===== src/rtl/flash_program_sequencer.sv =====
// Runs a complete SPI flash program/erase sequence (WREN, command, RDSR poll)
// over the SPI master's opcode/data/finalize trigger interface.
module flash_program_sequencer #(
  parameter int unsigned POLL_LIMIT = 24'hFFFFFF
) (
  input  logic        clk,
  input  logic        rst,
  input  logic        start,
  input  logic [1:0]  cmd,
  input  logic [23:0] addr,
  input  logic [7:0]  wdata,
  output logic        busy,
  output logic        done,
  output logic        error,
  output logic [7:0]  status_byte,
  output logic [7:0]  m_opcode,
  output logic [23:0] m_addr,
  output logic        m_addr_flag,
  output logic [7:0]  m_write_data,
  input  logic [7:0]  m_read_data,
  output logic        m_opcode_addr_trigger,
  input  logic        m_opcode_addr_completed,
  output logic        m_data_trigger,
  input  logic        m_data_completed,
  output logic        m_finalize_trigger,
  input  logic        m_busy
);

  localparam int unsigned ADDR_W = 24;
  localparam int unsigned DATA_W = 8;
  localparam int unsigned CNT_W  = 24;

  localparam logic [CNT_W-1:0]  LIMIT        = CNT_W'(POLL_LIMIT);
  localparam logic [DATA_W-1:0] OP_WREN      = 8'h06;
  localparam logic [DATA_W-1:0] OP_RDSR      = 8'h05;
  localparam logic [DATA_W-1:0] OP_SE        = 8'h20;
  localparam logic [DATA_W-1:0] OP_PP        = 8'h02;
  localparam logic [DATA_W-1:0] OP_CE        = 8'hC7;
  localparam logic [DATA_W-1:0] DUMMY_BYTE   = 8'hFF;
  localparam logic [1:0]        CMD_PROG     = 2'd1;
  localparam logic [1:0]        CMD_CHIP     = 2'd2;
  localparam logic [1:0]        CMD_INVALID  = 2'd3;

  typedef enum logic [3:0] {
    S_IDLE,
    S_WREN_OP,
    S_WREN_FIN,
    S_CMD_OP,
    S_CMD_DATA,
    S_CMD_FIN,
    S_POLL_OP,
    S_POLL_DATA,
    S_POLL_FIN,
    S_DONE
  } state_t;

  state_t              r_state, w_state_nxt;
  logic [1:0]          r_cmd, w_cmd_nxt;
  logic [ADDR_W-1:0]   r_addr, w_addr_nxt;
  logic [DATA_W-1:0]   r_wdata, w_wdata_nxt;
  logic                r_busy, w_busy_nxt;
  logic                r_done, w_done_nxt;
  logic                r_error, w_error_nxt;
  logic [DATA_W-1:0]   r_status, w_status_nxt;
  logic [DATA_W-1:0]   r_opcode, w_opcode_nxt;
  logic [ADDR_W-1:0]   r_maddr, w_maddr_nxt;
  logic                r_aflag, w_aflag_nxt;
  logic [DATA_W-1:0]   r_mwdata, w_mwdata_nxt;
  logic                r_oa_trig, w_oa_trig_nxt;
  logic                r_d_trig, w_d_trig_nxt;
  logic                r_fin, w_fin_nxt;
  logic                r_fin_wait, w_fin_wait_nxt;
  logic [CNT_W-1:0]    r_poll_cnt, w_poll_cnt_nxt;
  logic                r_dc_prev;

  logic                w_dc_rise;
  logic                w_byte_done;
  logic                w_fin_exit;
  logic [CNT_W-1:0]    w_cnt_inc;

  function automatic logic [DATA_W-1:0] cmd_opcode(input logic [1:0] c);
    case (c)
      2'd0:    cmd_opcode = OP_SE;
      2'd1:    cmd_opcode = OP_PP;
      default: cmd_opcode = OP_CE;
    endcase
  endfunction

  assign w_dc_rise   = m_data_completed & ~r_dc_prev;
  assign w_byte_done = r_d_trig & w_dc_rise;
  // Finalize is held at least two cycles, then released once the master is idle.
  assign w_fin_exit  = r_fin_wait & ~m_busy;
  assign w_cnt_inc   = (r_poll_cnt == LIMIT) ? r_poll_cnt : r_poll_cnt + CNT_W'(1);

  always_comb begin
    w_state_nxt    = r_state;
    w_cmd_nxt      = r_cmd;
    w_addr_nxt     = r_addr;
    w_wdata_nxt    = r_wdata;
    w_busy_nxt     = r_busy;
    w_done_nxt     = 1'b0;
    w_error_nxt    = r_error;
    w_status_nxt   = r_status;
    w_opcode_nxt   = r_opcode;
    w_maddr_nxt    = r_maddr;
    w_aflag_nxt    = r_aflag;
    w_mwdata_nxt   = r_mwdata;
    w_oa_trig_nxt  = r_oa_trig;
    w_d_trig_nxt   = r_d_trig;
    w_fin_nxt      = r_fin;
    w_fin_wait_nxt = r_fin_wait;
    w_poll_cnt_nxt = r_poll_cnt;

    case (r_state)
      S_IDLE: begin
        if (start) begin
          w_cmd_nxt   = cmd;
          w_addr_nxt  = addr;
          w_wdata_nxt = wdata;
          w_busy_nxt  = 1'b1;
          if (cmd == CMD_INVALID) begin
            w_error_nxt = 1'b1;
            w_state_nxt = S_DONE;
          end else begin
            w_error_nxt   = 1'b0;
            w_opcode_nxt  = OP_WREN;
            w_maddr_nxt   = '0;
            w_aflag_nxt   = 1'b0;
            w_fin_nxt     = 1'b0;
            w_oa_trig_nxt = 1'b1;
            w_state_nxt   = S_WREN_OP;
          end
        end
      end

      S_WREN_OP: begin
        if (m_opcode_addr_completed) begin
          w_oa_trig_nxt  = 1'b0;
          w_fin_nxt      = 1'b1;
          w_fin_wait_nxt = 1'b0;
          w_state_nxt    = S_WREN_FIN;
        end
      end

      S_WREN_FIN: begin
        w_fin_wait_nxt = 1'b1;
        if (w_fin_exit) begin
          w_opcode_nxt  = cmd_opcode(r_cmd);
          w_maddr_nxt   = (r_cmd == CMD_CHIP) ? '0 : r_addr;
          w_aflag_nxt   = (r_cmd != CMD_CHIP);
          w_fin_nxt     = 1'b0;
          w_oa_trig_nxt = 1'b1;
          w_state_nxt   = S_CMD_OP;
        end
      end

      S_CMD_OP: begin
        if (m_opcode_addr_completed) begin
          w_oa_trig_nxt = 1'b0;
          if (r_cmd == CMD_PROG) begin
            w_mwdata_nxt = r_wdata;
            w_d_trig_nxt = 1'b1;
            w_state_nxt  = S_CMD_DATA;
          end else begin
            w_fin_nxt      = 1'b1;
            w_fin_wait_nxt = 1'b0;
            w_state_nxt    = S_CMD_FIN;
          end
        end
      end

      S_CMD_DATA: begin
        if (w_byte_done) begin
          w_d_trig_nxt   = 1'b0;
          w_fin_nxt      = 1'b1;
          w_fin_wait_nxt = 1'b0;
          w_state_nxt    = S_CMD_FIN;
        end
      end

      S_CMD_FIN: begin
        w_fin_wait_nxt = 1'b1;
        if (w_fin_exit) begin
          w_opcode_nxt   = OP_RDSR;
          w_maddr_nxt    = '0;
          w_aflag_nxt    = 1'b0;
          w_fin_nxt      = 1'b0;
          w_oa_trig_nxt  = 1'b1;
          w_poll_cnt_nxt = '0;
          w_state_nxt    = S_POLL_OP;
        end
      end

      S_POLL_OP: begin
        if (m_opcode_addr_completed) begin
          w_oa_trig_nxt = 1'b0;
          w_mwdata_nxt  = DUMMY_BYTE;
          w_d_trig_nxt  = 1'b1;
          w_state_nxt   = S_POLL_DATA;
        end
      end

      // Status bytes stream within one CS-low transaction until WIP clears or the limit hits.
      S_POLL_DATA: begin
        if (w_byte_done) begin
          w_d_trig_nxt   = 1'b0;
          w_status_nxt   = m_read_data;
          w_poll_cnt_nxt = w_cnt_inc;
          if (!m_read_data[0]) begin
            w_fin_nxt      = 1'b1;
            w_fin_wait_nxt = 1'b0;
            w_state_nxt    = S_POLL_FIN;
          end else if (w_cnt_inc == LIMIT) begin
            w_error_nxt    = 1'b1;
            w_fin_nxt      = 1'b1;
            w_fin_wait_nxt = 1'b0;
            w_state_nxt    = S_POLL_FIN;
          end
        end else if (!r_d_trig && !m_data_completed) begin
          w_d_trig_nxt = 1'b1;
        end
      end

      S_POLL_FIN: begin
        w_fin_wait_nxt = 1'b1;
        if (w_fin_exit) begin
          w_state_nxt = S_DONE;
        end
      end

      S_DONE: begin
        w_done_nxt  = 1'b1;
        w_busy_nxt  = 1'b0;
        w_state_nxt = S_IDLE;
      end

      default: begin
        w_state_nxt = S_IDLE;
      end
    endcase
  end

  always_ff @(posedge clk) begin
    if (rst) begin
      r_state    <= S_IDLE;
      r_cmd      <= '0;
      r_addr     <= '0;
      r_wdata    <= '0;
      r_busy     <= 1'b0;
      r_done     <= 1'b0;
      r_error    <= 1'b0;
      r_status   <= '0;
      r_opcode   <= '0;
      r_maddr    <= '0;
      r_aflag    <= 1'b0;
      r_mwdata   <= DUMMY_BYTE;
      r_oa_trig  <= 1'b0;
      r_d_trig   <= 1'b0;
      r_fin      <= 1'b1;
      r_fin_wait <= 1'b0;
      r_poll_cnt <= '0;
      r_dc_prev  <= 1'b0;
    end else begin
      r_state    <= w_state_nxt;
      r_cmd      <= w_cmd_nxt;
      r_addr     <= w_addr_nxt;
      r_wdata    <= w_wdata_nxt;
      r_busy     <= w_busy_nxt;
      r_done     <= w_done_nxt;
      r_error    <= w_error_nxt;
      r_status   <= w_status_nxt;
      r_opcode   <= w_opcode_nxt;
      r_maddr    <= w_maddr_nxt;
      r_aflag    <= w_aflag_nxt;
      r_mwdata   <= w_mwdata_nxt;
      r_oa_trig  <= w_oa_trig_nxt;
      r_d_trig   <= w_d_trig_nxt;
      r_fin      <= w_fin_nxt;
      r_fin_wait <= w_fin_wait_nxt;
      r_poll_cnt <= w_poll_cnt_nxt;
      r_dc_prev  <= m_data_completed;
    end
  end

  assign busy                  = r_busy;
  assign done                  = r_done;
  assign error                 = r_error;
  assign status_byte           = r_status;
  assign m_opcode              = r_opcode;
  assign m_addr                = r_maddr;
  assign m_addr_flag           = r_aflag;
  assign m_write_data          = r_mwdata;
  assign m_opcode_addr_trigger = r_oa_trig;
  assign m_data_trigger        = r_d_trig;
  assign m_finalize_trigger    = r_fin;

endmodule


===== config.mk =====
export PLATFORM = sky130hd
export DESIGN_NAME = flash_program_sequencer
export DESIGN_NICKNAME = d
export VERILOG_FILES = /design/src/rtl/flash_program_sequencer.sv
export SDC_FILE = /design/constraint.sdc
export NUM_CORES = 1
export LEC_CHECK = 0
export ABC_AREA = 1
export CAP_MARGIN = 5
export CORE_ASPECT_RATIO = 1.2
export CORE_MARGIN = 8
export CORE_UTILIZATION = 53
export DETAILED_ROUTE_END_ITERATION = 8
export GPL_TIMING_DRIVEN = 0
export MAX_ROUTING_LAYER = met4
export PLACE_DENSITY = 0.81
export SYNTH_ARGS = -nofsm -noshare
export SYNTH_HDL_FRONTEND = slang
export SYNTH_SLANG_ARGS = --single-unit

===== constraint.sdc =====
create_clock -name clk -period 2.3 [get_ports clk]
set_input_delay 0.46 -clock clk [delete_from_list [all_inputs] [get_ports clk]]
set_output_delay 0.46 -clock clk [all_outputs]
set_load 0.01 [all_outputs]

-- After elaboration in Yosys (flattened, before gate mapping)
Cells that the tools add are included.
W data, S select, Z words.
- flip-flop bits (word level): 119
- input port bits: 48
- output and inout bits: 55
- logic and storage cells: 157
- add/sub/neg operators: 1
- equal/unequal tests: 33
- mux-type cells: 71
- bitwise gates (word level): 5
- reductions and logical operators: 29
- operators with widths (cell ; count):
    $mux W24 ; 7
    $pmux W24 S3 ; 1
    $mux W8 ; 7
    $eq A24 B24 Y1 const B ; 2
    $mux W4 ; 12
    $pmux W24 S2 ; 1
    $pmux W4 S9 ; 1
    $mux W1 ; 32
    $pmux W8 S2 ; 2
    $ne A2 B2 Y1 const B ; 15
    $add A24 B1 Y24 const B ; 1
    $pmux W8 S3 ; 1
    $reduce_and A10 Y1 ; 2
    $eq A4 B3 Y1 const B ; 4
    $reduce_and A5 Y1 ; 3
    $eq A4 B2 Y1 const B ; 2
    $eq A4 B4 Y1 const B ; 2
    $reduce_bool A2 Y1 ; 4
    $reduce_and A7 Y1 ; 1
    $ne A3 B3 Y1 const B ; 2
    $pmux W1 S3 ; 2
    $pmux W1 S6 ; 1
    $reduce_and A2 Y1 ; 3
    $reduce_and A6 Y1 ; 1
    other kinds (21) ; 30

-- Depth between registers and ports, before layout
- word-level depth: 7
- depth in mapped cells: 18
- gate-level depth less buffers: 18

-- Least setup slack after synthesis
No wires, ideal clock.
- path kind: reg2reg
- start point: register r_poll_cnt[0]
- end point: register r_fin_wait
- library setup time: 0.115 ns
- arrival time: 1.935 ns
- required time: 2.185 ns
- setup slack: 0.250 ns
- cell stages (with the launch flop): 17
- path buffers: 0
- clock period less this slack: 2.050 ns
- cell sequence: dfxtp_1 -> ha_1 -> inv_1 -> nor2_4 -> nand2_4 -> nor2_8 -> nand3_4 -> nand3_1 -> nand2_1 -> nor2_2 -> nand2_1 -> nor2_2 -> nand2_2 -> nand3_4 -> nand4_1 -> nand2_1 -> nor2_1
- cells in the longest elaborated chain, start to end: 5
- RTL lines (element ; RTL line ; text):
    start, declared ; 73 ; logic [CNT_W-1:0] r_poll_cnt, w_poll_cnt_nxt;
    start signal, assigned ; 280 ; r_poll_cnt <= w_poll_cnt_nxt;
    $add A24 B1 Y24 or $eq A24 B24 Y1 (tied branches) ; 93 ; assign w_cnt_inc = (r_poll_cnt == LIMIT) ? r_poll_cnt : r_poll_cnt + CNT_W'(1);
    $mux W24 (*) ; 93 ;
    $eq A24 B24 Y1 (*) ; 213 ; end else if (w_cnt_inc == LIMIT) begin
    $ne A3 B3 Y1 (no source line) (*) ; -- ;
    $reduce_and A7 Y1 (no source line) (*) ; -- ;
    end signal, assigned ; 279 ; r_fin_wait <= w_fin_wait_nxt;
    end, declared ; 72 ; logic r_fin_wait, w_fin_wait_nxt;
Mark *: on every way between the ends. The rest lies on a longest branch, timed or not.
A chain may end at the register's enable or synchronous reset.

-- Final worst setup path
- start point: register r_poll_cnt[1]
- end point: register r_fin_wait
The elaborated chain is that of the path after synthesis.

==> results.py <==
metrics = {
    "outcome": {
        "status": "finished clean",
    },
    "global_routing": {
        "first_global_vias": 5682,
        "grt_max_degree": 17,
        "grt.total_usage_pct": 24.5,
        "grt_overflow_total": 0,
        "antenna_found_initial": 0,
        "grt_pass1_wl_um": 26400,
    },
    "placed_design": {
        "gp_congestion": 0.978,
        "dpl.hpwl_um": 11800,
        "io_buffers": 98,
        "dp_cells": 1036,
        "place_ws_ns": -0.640,
    },
    "synthesis": {
        "seq_area_frac_synth_pct": 41.6,
        "ys_ff_latch": 116,
        "ys_warn_count": 0,
        "syn_area_per_cell_um2": 6.91,
        "synth_ff_type": "dfxtp_1",
        "synth_top_cell_area_share_pct": 41.6,
        "synth_area_leaders": "dfxtp_1 (42%), nand2_1 (15%), a21oi_1 (9.1%), nand3_1 (6.1%), nor2_1 (5.5%)",
        "async_flop_share_pct": 0,
        "synth_edf_count": 0,
        "synth_largest_area_cell": "dfxtp_1",
        "ys_types": 41,
        "syn_inst": 808,
        "syn_area_um2": 5580,
    },
    "floorplan": {
        "core_area_um2": 10400,
        "die_x_um": 110,
        "rows": 41,
        "die_h_um": 128,
        "die-area_um2": 14100,
        "ios": 103,
        "start_util_pct": 53.6,
    },
    "worst_hold_path": {
        "worstHoldPathType": "reg -> reg",
    },
    "cts": {
        "worstSkewPairLatency_ns": 0.41,
        "cts_buffer_depth": 2,
        "cts-hold-fix-buffers": 0,
        "cts.clk_slew.worst_paths_ns": 0.06,
        "h-tree-depth": 4,
        "cts.sinks": 116,
        "cts_root_buf": "clkbuf_16",
        "cts_buffers": 17,
        "cts_tree": "built",
    },
    "routing": {
        "drt_pass1_iterations": 5,
        "drcViolationCount": 0,
        "drt_first_iter_violations": 412,
        "drt-total-wl_um": 16500,
        "vias": 5771,
        "wl_per_cell_um": 15.3,
        "vias_per_cell": 5.36,
        "ant_nets": 0,
    },
    "power": {
        "powerDensity_nw_per_um2": 918,
        "power_mw": 6.90,
        "leakagePower_nw": 2.79,
        "vdd_drop_max_mv": 0.578,
    },
    "critical_path": {
        "worstPathArrival_ns": 2.58,
        "critical_path_class": "reg -> reg",
        "critPathCaptureType": "flop",
        "required_ns": 2.61,
        "startpoint_type": "flop",
        "crit_fanout": 8,
    },
    "sta": {
        "slew_violations": 0,
        "rsz0062_at_grt": "true",
        "period_minus_slack_ns": 2.27,
        "fin_skew_ns": 0.00609,
        "min_period_over_period_pct": 98.6,
        "hold_slack_ns": 0.457,
        "worstMarginPinSlew_ns": 0.599,
        "setup_viol": 0,
        "finalSetupTns_ns": 0,
        "fmax_mhz": 441,
        "slew_headroom_pct": 60.1,
        "hold_viol": 0,
        "setup_slack_ns": 0.0313,
    },
    "cells_and_area": {
        "area_growth_pct": 34.7,
        "layout-drive-gt1-share_pct": 15.2,
        "antenna_cells": 0,
        "nets": 985,
        "nFillCells": 854,
        "fin_cells": 1077,
    },
    "run": {
        "max_cap_violations": 0,
    },
}
## per-layer routing
layer	part of all wire [%]	GRT usage [%]
met5	0	-
met4	3.7	11.1
met3	7.0	8.05
met2	50	40.6
met1	40	25.9
## Yosys cell counts, drive strengths merged (2+ instances only)
master and n:
nand2 236, dfxtp 116, nor2 103, a21oi 102, nand3 73, inv 60, o21ai 30, clkbuf 26
nand4 15, buf 11, nor3 8, o21bai 5, xor2 4, a211oi 2, and2 2, nand3b 2
nor4 2, xnor2 2
## metrics by stage
step / util (%) / area (um2)
final: 72.2 / 7520
after global routing: 72.2 / 7520
after CTS: 70.8 / 7380
after detailed placement: 64.6 / 6730
after global placement: 64.6 / 6730
after floorplan: - / 5590
## area by class of cell
type                            count  area, um2  area share [%]
Timing Repair Buffer              108       1070            14.2
Buffer                             37        169            2.25
Tap cell                          129        161            2.15
Inverter                           61        231            3.08
Multi-Input combinational cell    595       2970            39.5
Sequential cell                   116       2350            31.2
Clock buffer                       20        467            6.21
Clock inverter                     11        103            1.36
## final timing paths
kind                                   start                 endpoint  slack (ns)  cells past startpoint
setup / recovery  r_poll_cnt[1]$_SDFFE_PP0P_  r_fin_wait$_SDFFE_PP0P_        0.03                     16
hold reg to reg      r_addr[12]$_SDFFE_PP0P_  m_addr[12]$_SDFFE_PP0P_        0.46                      2
setup reg to reg  r_poll_cnt[1]$_SDFFE_PP0P_  r_fin_wait$_SDFFE_PP0P_        0.03                     16
hold / removal       r_addr[12]$_SDFFE_PP0P_  m_addr[12]$_SDFFE_PP0P_        0.46                      2
## logic make-up after synthesis
logic type / after synthesis / share of synthesized area, %
simple gates: 442 / 36.4
other cells: 1 / 0.0672
compound gates: 144 / 13.6
flops: 116 / 41.6
buf+inv: 98 / 7.13
xor+xnor: 6 / 0.941
fa+ha+maj: 1 / 0.224
## sequential cells by signal (all words and copies together) (netlist names), 2 cells and up
signal,count
r_addr,24
m_addr,24
m_opcode,5
r_state,4
r_poll_cnt,24
status_byte,8
m_write_data,8
r_cmd,2
r_wdata,8
## cell usage in the layout (no fill, tap or decap), types with 7 or more instances in the layout
cell type,n
a21oi_1,102
buf_4,12
clkbuf_1,26
clkbuf_16,17
clkdlybuf4s50_1,98
dfxtp_1,100
dfxtp_2,14
inv_1,44
inv_2,16
nand2_1,217
nand2_2,17
nand3_1,64
nand4_1,15
nor2_1,74
nor2_2,14
nor2_4,13
nor3_1,7
o21ai_0,29
## timing repair
action	in CTS	in global routing
endpoints found under the hold margin	0	0
setup endpoints to repair	27	57
gates cloned	0	0
buffers inserted	3	7
pin swaps	5	16
gates resized for setup	12	40
## power breakdown
part           internal [mW]  switching, mW  leakage, nW  total (mW)
combinational          0.719           1.27         1.58        1.99
clock                   1.56          0.968        0.263        2.53
sequential              2.23          0.144        0.950        2.38
total                   4.52           2.38         2.79        6.90
## critical path, stage by stage, from the launching register on
cell,delay [ns]
dfxtp_4,0.38
ha_4,0.16
inv_2,0.05
nor2_4,0.10
nand2_4,0.09
nor2_8,0.17
nand3_4,0.17
nand3_2,0.14
nand2_2,0.06
nor2_2,0.12
nand2_2,0.08
nor2_4,0.15
nand2_2,0.09
nand3_4,0.12
nand4_1,0.12
nand2_1,0.09
nor2_1,0.04
Note: power is estimated with default switching activity, not from simulation.
